==> config.mk <==
export PLATFORM = sky130hd
export DESIGN_NAME = mem_access_stage_flat
export DESIGN_NICKNAME = d
export VERILOG_FILES = /design/src/rtl/mem_pkg.sv /design/src/rtl/mem_access_stage_if.sv /design/src/rtl/load_align.sv /design/src/rtl/mem_access_stage.sv /design/src/flat_wrapper.sv
export SDC_FILE = /design/constraint.sdc
export NUM_CORES = 1
export LEC_CHECK = 0
export CORE_ASPECT_RATIO = 1.25
export CORE_MARGIN = 2
export CORE_UTILIZATION = 34
export CTS_CLUSTER_DIAMETER = 100
export DETAILED_ROUTE_END_ITERATION = 8
export HOLD_SLACK_MARGIN = 0.03
export PLACE_DENSITY = 0.79
export SYNTH_ARGS = -nofsm -noshare
export SYNTH_HDL_FRONTEND = slang
export SYNTH_SLANG_ARGS = --single-unit
==> constraint.sdc <==
create_clock -name clk -period 2.4 [get_ports clk]
set_input_delay 0.6 -clock clk [delete_from_list [all_inputs] [get_ports clk]]
set_output_delay 0.6 -clock clk [all_outputs]
set_load 0.01 [all_outputs]
==> src/rtl/mem_pkg.sv <==
// Shared definitions for the memory-access pipeline stage: access sizes,
// FSM encoding, bus timeout limit and the alignment rule.
package mem_pkg;

    typedef enum logic [1:0] {
        SZ_BYTE = 2'b00,
        SZ_HALF = 2'b01,
        SZ_WORD = 2'b10,
        SZ_RSVD = 2'b11
    } access_sz_e;

    typedef enum logic {
        ST_IDLE   = 1'b0,
        ST_ACCESS = 1'b1
    } state_e;

    localparam logic [7:0] TIMEOUT_MAX = 8'd255;

    // The reserved size is treated as permanently misaligned so it never reaches the bus.
    function automatic logic is_aligned(input access_sz_e sz, input logic [1:0] offset);
        case (sz)
            SZ_BYTE: is_aligned = 1'b1;
            SZ_HALF: is_aligned = ~offset[0];
            SZ_WORD: is_aligned = (offset == 2'b00);
            default: is_aligned = 1'b0;
        endcase
    endfunction

endpackage

==> src/rtl/mem_access_stage_if.sv <==
// Data-memory bus between the MEM stage (master) and the memory (slave).
interface mem_access_stage_if;
    logic        dmem_req;
    logic        dmem_we;
    logic [31:0] dmem_addr;
    logic [31:0] dmem_wdata;
    logic [3:0]  dmem_be;
    logic [31:0] dmem_rdata;
    logic        dmem_ack;

    modport master (
        output dmem_req, dmem_we, dmem_addr, dmem_wdata, dmem_be,
        input  dmem_rdata, dmem_ack
    );

    modport slave (
        input  dmem_req, dmem_we, dmem_addr, dmem_wdata, dmem_be,
        output dmem_rdata, dmem_ack
    );
endinterface

==> src/rtl/load_align.sv <==
// Picks the addressed byte/half lane out of a read word and sign- or zero-extends it.
module load_align
    import mem_pkg::*;
(
    input  logic [31:0] rdata,
    input  access_sz_e  size,
    input  logic [1:0]  offset,
    input  logic        zero_ext,
    output logic [31:0] data
);

    logic [7:0]  lanes [4];
    logic [7:0]  byte_sel;
    logic [15:0] half_sel;

    generate
        for (genvar gi = 0; gi < 4; gi++) begin : g_lane
            assign lanes[gi] = rdata[8*gi +: 8];
        end
    endgenerate

    always_comb begin
        byte_sel = lanes[offset];
        half_sel = offset[1] ? rdata[31:16] : rdata[15:0];
        data     = rdata;
        case (size)
            SZ_BYTE: data = {{24{~zero_ext & byte_sel[7]}}, byte_sel};
            SZ_HALF: data = {{16{~zero_ext & half_sel[15]}}, half_sel};
            default: data = rdata;
        endcase
    end

endmodule

==> src/rtl/mem_access_stage.sv <==
// MEM pipeline stage: drives the data bus, stalls upstream on wait states,
// times out dead accesses and registers the write-back result.
module mem_access_stage
    import mem_pkg::*;
(
    input  logic        clk,
    input  logic        reset,
    input  logic [31:0] pc_plus_4_in,
    input  logic [31:0] alu_result_in,
    input  logic [31:0] rs2_data_in,
    input  logic [4:0]  rd_addr_in,
    input  logic        reg_write_in,
    input  logic        mem_read_in,
    input  logic        mem_write_in,
    input  logic        mem_to_reg_in,
    input  logic [1:0]  access_sz_in,
    input  logic        s_us_in,
    input  logic        jump_in,
    mem_access_stage_if.master dmem,
    output logic        stall,
    output logic [4:0]  wb_rd_addr,
    output logic        wb_reg_write,
    output logic [31:0] wb_data,
    output logic        misalign_exc,
    output logic        bus_err
);

    state_e      state_reg, state_next;
    logic [7:0]  timeout_cnt_reg, timeout_cnt_next;
    logic [7:0]  timeout_cnt_inc;
    access_sz_e  sz;
    logic [1:0]  offset;
    logic        mem_op;
    logic        aligned;
    logic        timeout_hit;
    logic        misalign_now;
    logic        req;
    logic [31:0] load_data;
    logic [31:0] wb_data_next;

    assign sz              = access_sz_e'(access_sz_in);
    assign offset          = alu_result_in[1:0];
    assign mem_op          = mem_read_in | mem_write_in;
    assign aligned         = is_aligned(sz, offset);
    assign timeout_cnt_inc = timeout_cnt_reg + 8'd1;

    always_ff @(posedge clk) begin
        if (reset) begin
            state_reg       <= ST_IDLE;
            timeout_cnt_reg <= 8'd0;
        end else begin
            state_reg       <= state_next;
            timeout_cnt_reg <= timeout_cnt_next;
        end
    end

    always_comb begin
        state_next       = state_reg;
        timeout_cnt_next = timeout_cnt_reg;
        timeout_hit      = 1'b0;
        req              = 1'b0;
        case (state_reg)
            ST_IDLE: begin
                req = mem_op & aligned;
                if (mem_op && aligned && !dmem.dmem_ack) begin
                    state_next       = ST_ACCESS;
                    timeout_cnt_next = 8'd0;
                end
            end
            ST_ACCESS: begin
                req = 1'b1;
                if (dmem.dmem_ack) begin
                    state_next       = ST_IDLE;
                    timeout_cnt_next = 8'd0;
                end else if (timeout_cnt_inc == TIMEOUT_MAX) begin
                    // The IDLE request cycle counts as the first wait, so the stall spans TIMEOUT_MAX cycles.
                    timeout_hit      = 1'b1;
                    state_next       = ST_IDLE;
                    timeout_cnt_next = 8'd0;
                end else begin
                    timeout_cnt_next = timeout_cnt_inc;
                end
            end
            default: state_next = ST_IDLE;
        endcase
        req = req & ~reset;
    end

    assign stall        = req & ~dmem.dmem_ack & ~timeout_hit;
    assign misalign_now = mem_op & ~aligned & (state_reg == ST_IDLE);

    assign dmem.dmem_req  = req;
    assign dmem.dmem_we   = req & mem_write_in;
    assign dmem.dmem_addr = {alu_result_in[31:2], 2'b00};

    generate
        for (genvar gi = 0; gi < 4; gi++) begin : g_wlane
            logic lane_hit;
            always_comb begin
                case (sz)
                    SZ_BYTE: lane_hit = (offset == gi[1:0]);
                    SZ_HALF: lane_hit = (offset[1] == gi[1]);
                    SZ_WORD: lane_hit = 1'b1;
                    default: lane_hit = 1'b0;
                endcase
            end
            assign dmem.dmem_be[gi] = req & mem_write_in & lane_hit;
            assign dmem.dmem_wdata[8*gi +: 8] =
                (sz == SZ_BYTE) ? rs2_data_in[7:0] :
                (sz == SZ_HALF) ? rs2_data_in[8*(gi%2) +: 8] :
                                  rs2_data_in[8*gi +: 8];
        end
    endgenerate

    load_align u_load_align (
        .rdata    (dmem.dmem_rdata),
        .size     (sz),
        .offset   (offset),
        .zero_ext (s_us_in),
        .data     (load_data)
    );

    always_comb begin
        wb_data_next = alu_result_in;
        if (jump_in)
            wb_data_next = pc_plus_4_in;
        else if (mem_to_reg_in)
            wb_data_next = load_data;
    end

    always_ff @(posedge clk) begin
        if (reset) begin
            wb_rd_addr   <= 5'd0;
            wb_reg_write <= 1'b0;
            wb_data      <= 32'd0;
            misalign_exc <= 1'b0;
            bus_err      <= 1'b0;
        end else begin
            misalign_exc <= misalign_now;
            bus_err      <= timeout_hit;
            if (stall) begin
                wb_reg_write <= 1'b0;
            end else begin
                wb_rd_addr   <= rd_addr_in;
                wb_data      <= wb_data_next;
                wb_reg_write <= reg_write_in & ~misalign_now & ~timeout_hit;
            end
        end
    end

endmodule

==> src/flat_wrapper.sv <==
// flat-port wrapper written by rule: the top's interface ports become plain ports
module mem_access_stage_flat import mem_pkg::*;
  (clk, reset, pc_plus_4_in, alu_result_in, rs2_data_in, rd_addr_in, reg_write_in, mem_read_in, mem_write_in, mem_to_reg_in, access_sz_in, s_us_in, jump_in, stall, wb_rd_addr, wb_reg_write, wb_data, misalign_exc, bus_err, dmem_dmem_req, dmem_dmem_we, dmem_dmem_addr, dmem_dmem_wdata, dmem_dmem_be, dmem_dmem_rdata, dmem_dmem_ack);
  mem_access_stage_if dmem_i ();
  input  logic clk;
  input  logic reset;
  input  logic [31:0] pc_plus_4_in;
  input  logic [31:0] alu_result_in;
  input  logic [31:0] rs2_data_in;
  input  logic [4:0] rd_addr_in;
  input  logic reg_write_in;
  input  logic mem_read_in;
  input  logic mem_write_in;
  input  logic mem_to_reg_in;
  input  logic [1:0] access_sz_in;
  input  logic s_us_in;
  input  logic jump_in;
  output logic stall;
  output logic [4:0] wb_rd_addr;
  output logic wb_reg_write;
  output logic [31:0] wb_data;
  output logic misalign_exc;
  output logic bus_err;
  output wire logic [$bits(dmem_i.dmem_req)-1:0] dmem_dmem_req;
  output wire logic [$bits(dmem_i.dmem_we)-1:0] dmem_dmem_we;
  output wire logic [$bits(dmem_i.dmem_addr)-1:0] dmem_dmem_addr;
  output wire logic [$bits(dmem_i.dmem_wdata)-1:0] dmem_dmem_wdata;
  output wire logic [$bits(dmem_i.dmem_be)-1:0] dmem_dmem_be;
  input wire logic [$bits(dmem_i.dmem_rdata)-1:0] dmem_dmem_rdata;
  input wire logic [$bits(dmem_i.dmem_ack)-1:0] dmem_dmem_ack;
  assign dmem_dmem_req = dmem_i.dmem_req;
  assign dmem_dmem_we = dmem_i.dmem_we;
  assign dmem_dmem_addr = dmem_i.dmem_addr;
  assign dmem_dmem_wdata = dmem_i.dmem_wdata;
  assign dmem_dmem_be = dmem_i.dmem_be;
  assign dmem_i.dmem_rdata = dmem_dmem_rdata;
  assign dmem_i.dmem_ack = dmem_dmem_ack;
  mem_access_stage u_core (.clk(clk), .reset(reset), .pc_plus_4_in(pc_plus_4_in), .alu_result_in(alu_result_in), .rs2_data_in(rs2_data_in), .rd_addr_in(rd_addr_in), .reg_write_in(reg_write_in), .mem_read_in(mem_read_in), .mem_write_in(mem_write_in), .mem_to_reg_in(mem_to_reg_in), .access_sz_in(access_sz_in), .s_us_in(s_us_in), .jump_in(jump_in), .dmem(dmem_i), .stall(stall), .wb_rd_addr(wb_rd_addr), .wb_reg_write(wb_reg_write), .wb_data(wb_data), .misalign_exc(misalign_exc), .bus_err(bus_err));
endmodule
==> impl_results.md <==
- Met2 routed WL: 9560 um
- Vias per cell: 5.58
- DR vias: 4,853
- Initial DRC Count: 316
- Nets: 878
- Setup CP Type: input pin to flip-flop
- Met3 Wirelength: 1360 um
- Die Y: 124 um
- Drt pass-1 iters: 7
- Pwr/cell area: 411 nW/um^2
- RR Startpoint: u_core.timeout_cnt_reg[3]
- Wire length on met1: 6540 um
- Number of synthesized register bits: 49
- Top post-synthesis cells by area: dfxtp_1 (25%), mux2i_1 (9.4%), buf_4 (7.6%)
- Syn avg cell area: 8.10 sq um
- Avg WL per Cell: 20.7 um
- Final setup vio count: 0
- Dpl ws: -0.795 ns
- CP Capture Type: flip-flop
- Crit-path max FO: 8
- Largest net degree at the start of global routing: 27
- Max Cap Viol: 0
- Crit start category: input pin
- CTS HTree Levels: 2
- CTS Buf Count: 5
- Worst reg2reg endpoint: u_core.wb_rd_addr[4]
- Starting Density: 35.2%
- P_leak: 2.84 nW
- Max reg flops: 32
- Final worst slack: 0.0365 ns
- Crit path arrival time: 2.53 ns
- Top FF cell, synth: dfxtp_1
- Required @ worst endpoint: 2.57 ns
- Total Wirelength: 18,000 um
- Vias in the first global route: 5,044
- CTS Buffer Depth: 2
- VDD IR max: 260 uV
- Die area: 12,500 sq um
- Initial antenna violation count: 1
- Fin. Hold Viols: 0
- Cells on worst reg2reg path: 7
- Worst skew pair latency: 0.30 ns
- Worst Setup SP: dmem_dmem_rdata[15]
- Synth Warn #: 0
- Routability cong.: 0.924
- Yosys top cell area share: 24.9%
- Syn-to-layout area delta: 75.8%
- Number of flops mapped to enable cells by yosys: 0
- Outcome: complete, no violations
- Tcrit/Tclk final: 98.5%
- Top Ports: 255
- Congestion Overflow GR: 0
- Post-Syn Area: 3940 sq um
- Worst path cell trace: clkdlybuf4s50_1 > mux4_2 > mux2_2 > a31oi_4 > clkbuf_16 > a211o_1 > mux2i_1
- Die width: 100 um
- Setup crit end: u_core.wb_data[29]
- Clock Skews: 0.00939 ns
- Post-DP HPWL: 14,600 um
- CTS Sinks: 49
- Root buf cell: clkbuf_16
- Largest area contributor in the netlist: dfxtp_1
- Least-Margin Pin Slew: 0.628 ns
- Class of the worst hold path: flip-flop to flip-flop
- WHS Path Cells: 2
- DR DRC count: 0
- Syn Inst Count: 486
- Total track usage: 27.8%
- Global-route wire length before repair: 27,100 um
- CORE AREA: 11,200 sq um
- RSZ-0062 raised after global routing: true
- ANT nets after route: 0
- Fin crit period: 2.36 ns
- Async SR Flop Fraction: 0%
- Slowest CP cell: mux4_2
- Overall Power: 2.85 mW
- CTS tree: built
- Row count: 43
- Fraction of layout instances using a drive strength above 1: 16.9%
- Slew Viols, Final: 0
- Clock transition at the registers of the reported paths: 0.06 ns
- Number of I/O port buffers: 252
- Sequential-to-total area share from yosys stat: 24.9%
- FF-to-FF setup slack: 0.29 ns
- Synth unique cells: 65
- Max Freq: 423 MHz
- Util after Layout: 61.9%
- DR top layer: met4
- Slew headroom: 58.1%
- Critical Path Max Stage Delay: 0.51 ns
worst min-delay path by stage:
stage	from	to	slack (ns)
after floorplan	u_core.wb_data[10]	u_core.wb_data[10]	0.48
after global placement	u_core.wb_data[28]	u_core.wb_data[28]	0.44
after detailed placement	u_core.wb_data[29]	u_core.wb_data[29]	0.45
after CTS	u_core.wb_data[31]	u_core.wb_data[31]	0.46
after global routing	u_core.wb_data[29]	u_core.wb_data[29]	0.48
final	u_core.wb_data[11]	u_core.wb_data[11]	0.46
where the power goes:
| group | total, mW | internal, mW | switching, mW |
|---|---|---|---|
| Sequential | 0.906 | 0.873 | 0.0328 |
| Clock | 0.846 | 0.521 | 0.325 |
| Combinational | 1.10 | 0.627 | 0.469 |
| Total | 2.85 | 2.02 | 0.827 |
per-layer routing:
metal / vias to the layer above / GRT usage [%]
li1: 2263 / -
met1: 2290 / 30.3
met2: 261 / 52.2
met3: 39 / 5.84
met4: 0 / 9.11
met5: - / 0
cell usage in the layout (no fill, tap or decap), types with 3 or more instances in the layout:
master             n
a211o_1           23
a211o_2            3
a21oi_1           15
a221o_1            5
a22o_1            11
a22oi_1            7
a31oi_1            7
and2_1             3
buf_12             6
buf_2              6
buf_4             52
buf_6              3
clkbuf_16          6
clkdlybuf4s15_1    8
clkdlybuf4s50_1  210
dfxtp_1           49
dlygate4sd2_1     23
inv_1             11
mux2_2            20
mux2i_1           37
nand2_1           66
nand3_1           13
nor2_1            13
nor2b_1            4
nor3_1             6
o211ai_1           5
o21ai_0           26
o22ai_1           23
o31ai_1            6
or3_1              4
final cells by class:
cell class | count | area [sq um]
Multi-Input combinational cell | 350 | 2510
Fill cell | 997 | 4270
Inverter | 13 | 56.3
Sequential cell | 49 | 981
Timing Repair Buffer | 313 | 3030
Antenna cell | 2 | 5.00
Clock buffer | 6 | 139
Tap cell | 135 | 169
Clock inverter | 2 | 37.5
cell usage after synthesis, types with 5 or more instances:
| cell type | count |
|---|---|
| nand2_1 | 66 |
| dfxtp_1 | 49 |
| buf_4 | 40 |
| mux2i_1 | 37 |
| o21ai_0 | 26 |
| o22ai_1 | 24 |
| a211o_1 | 23 |
| clkbuf_1 | 22 |
| mux2_2 | 20 |
| a21oi_1 | 18 |
| nand3_1 | 14 |
| nor2_1 | 14 |
| a22o_1 | 11 |
| inv_1 | 11 |
| a22oi_1 | 7 |
| a31oi_1 | 7 |
| buf_2 | 7 |
| nor3_1 | 7 |
| o31ai_1 | 6 |
| a221o_1 | 5 |
| nor2b_1 | 5 |
| o211ai_1 | 5 |
critical path, delay by kind of cell:
family	cells	cell delay, ns
AOI/OAI and AO/OA	2	0.37
buffers and inverters	2	0.68
muxes	3	0.89
what timing repair did:
item	in CTS	in global routing
hold endpoints to repair	0	0
cloned	0	1
pin swaps	9	5
buffers inserted	4	1
gates resized for setup	82	14
hold buffers	0	0
setup endpoints to repair	53	11
through the flow:
step / hold WS (ns) / instance area (sq um) / TNS, ns / instances
floorplan: 0.479 / 3980 / 0 / 487
global placement: 0.444 / 6650 / -28.31 / 855
detailed placement: 0.451 / 6650 / -30.27 / 855
CTS: 0.464 / 6870 / 0 / 867
global route: 0.481 / 6920 / -0.0153 / 868
finish: 0.464 / 6920 / 0 / 870
cells by family after synthesis:
family | count (synthesis) | synth area share (%)
adders and majority gates | 2 | 0.635
buffers and inverters | 88 | 13.1
DFF | 49 | 24.9
muxes | 58 | 15.7
AOI/OAI and AO/OA | 157 | 29.6
xor gates and xnor gates | 3 | 0.858
other | 1 | 0.0952
and+or+nand+nor | 128 | 15.2
(Power assumes the default switching activity.)
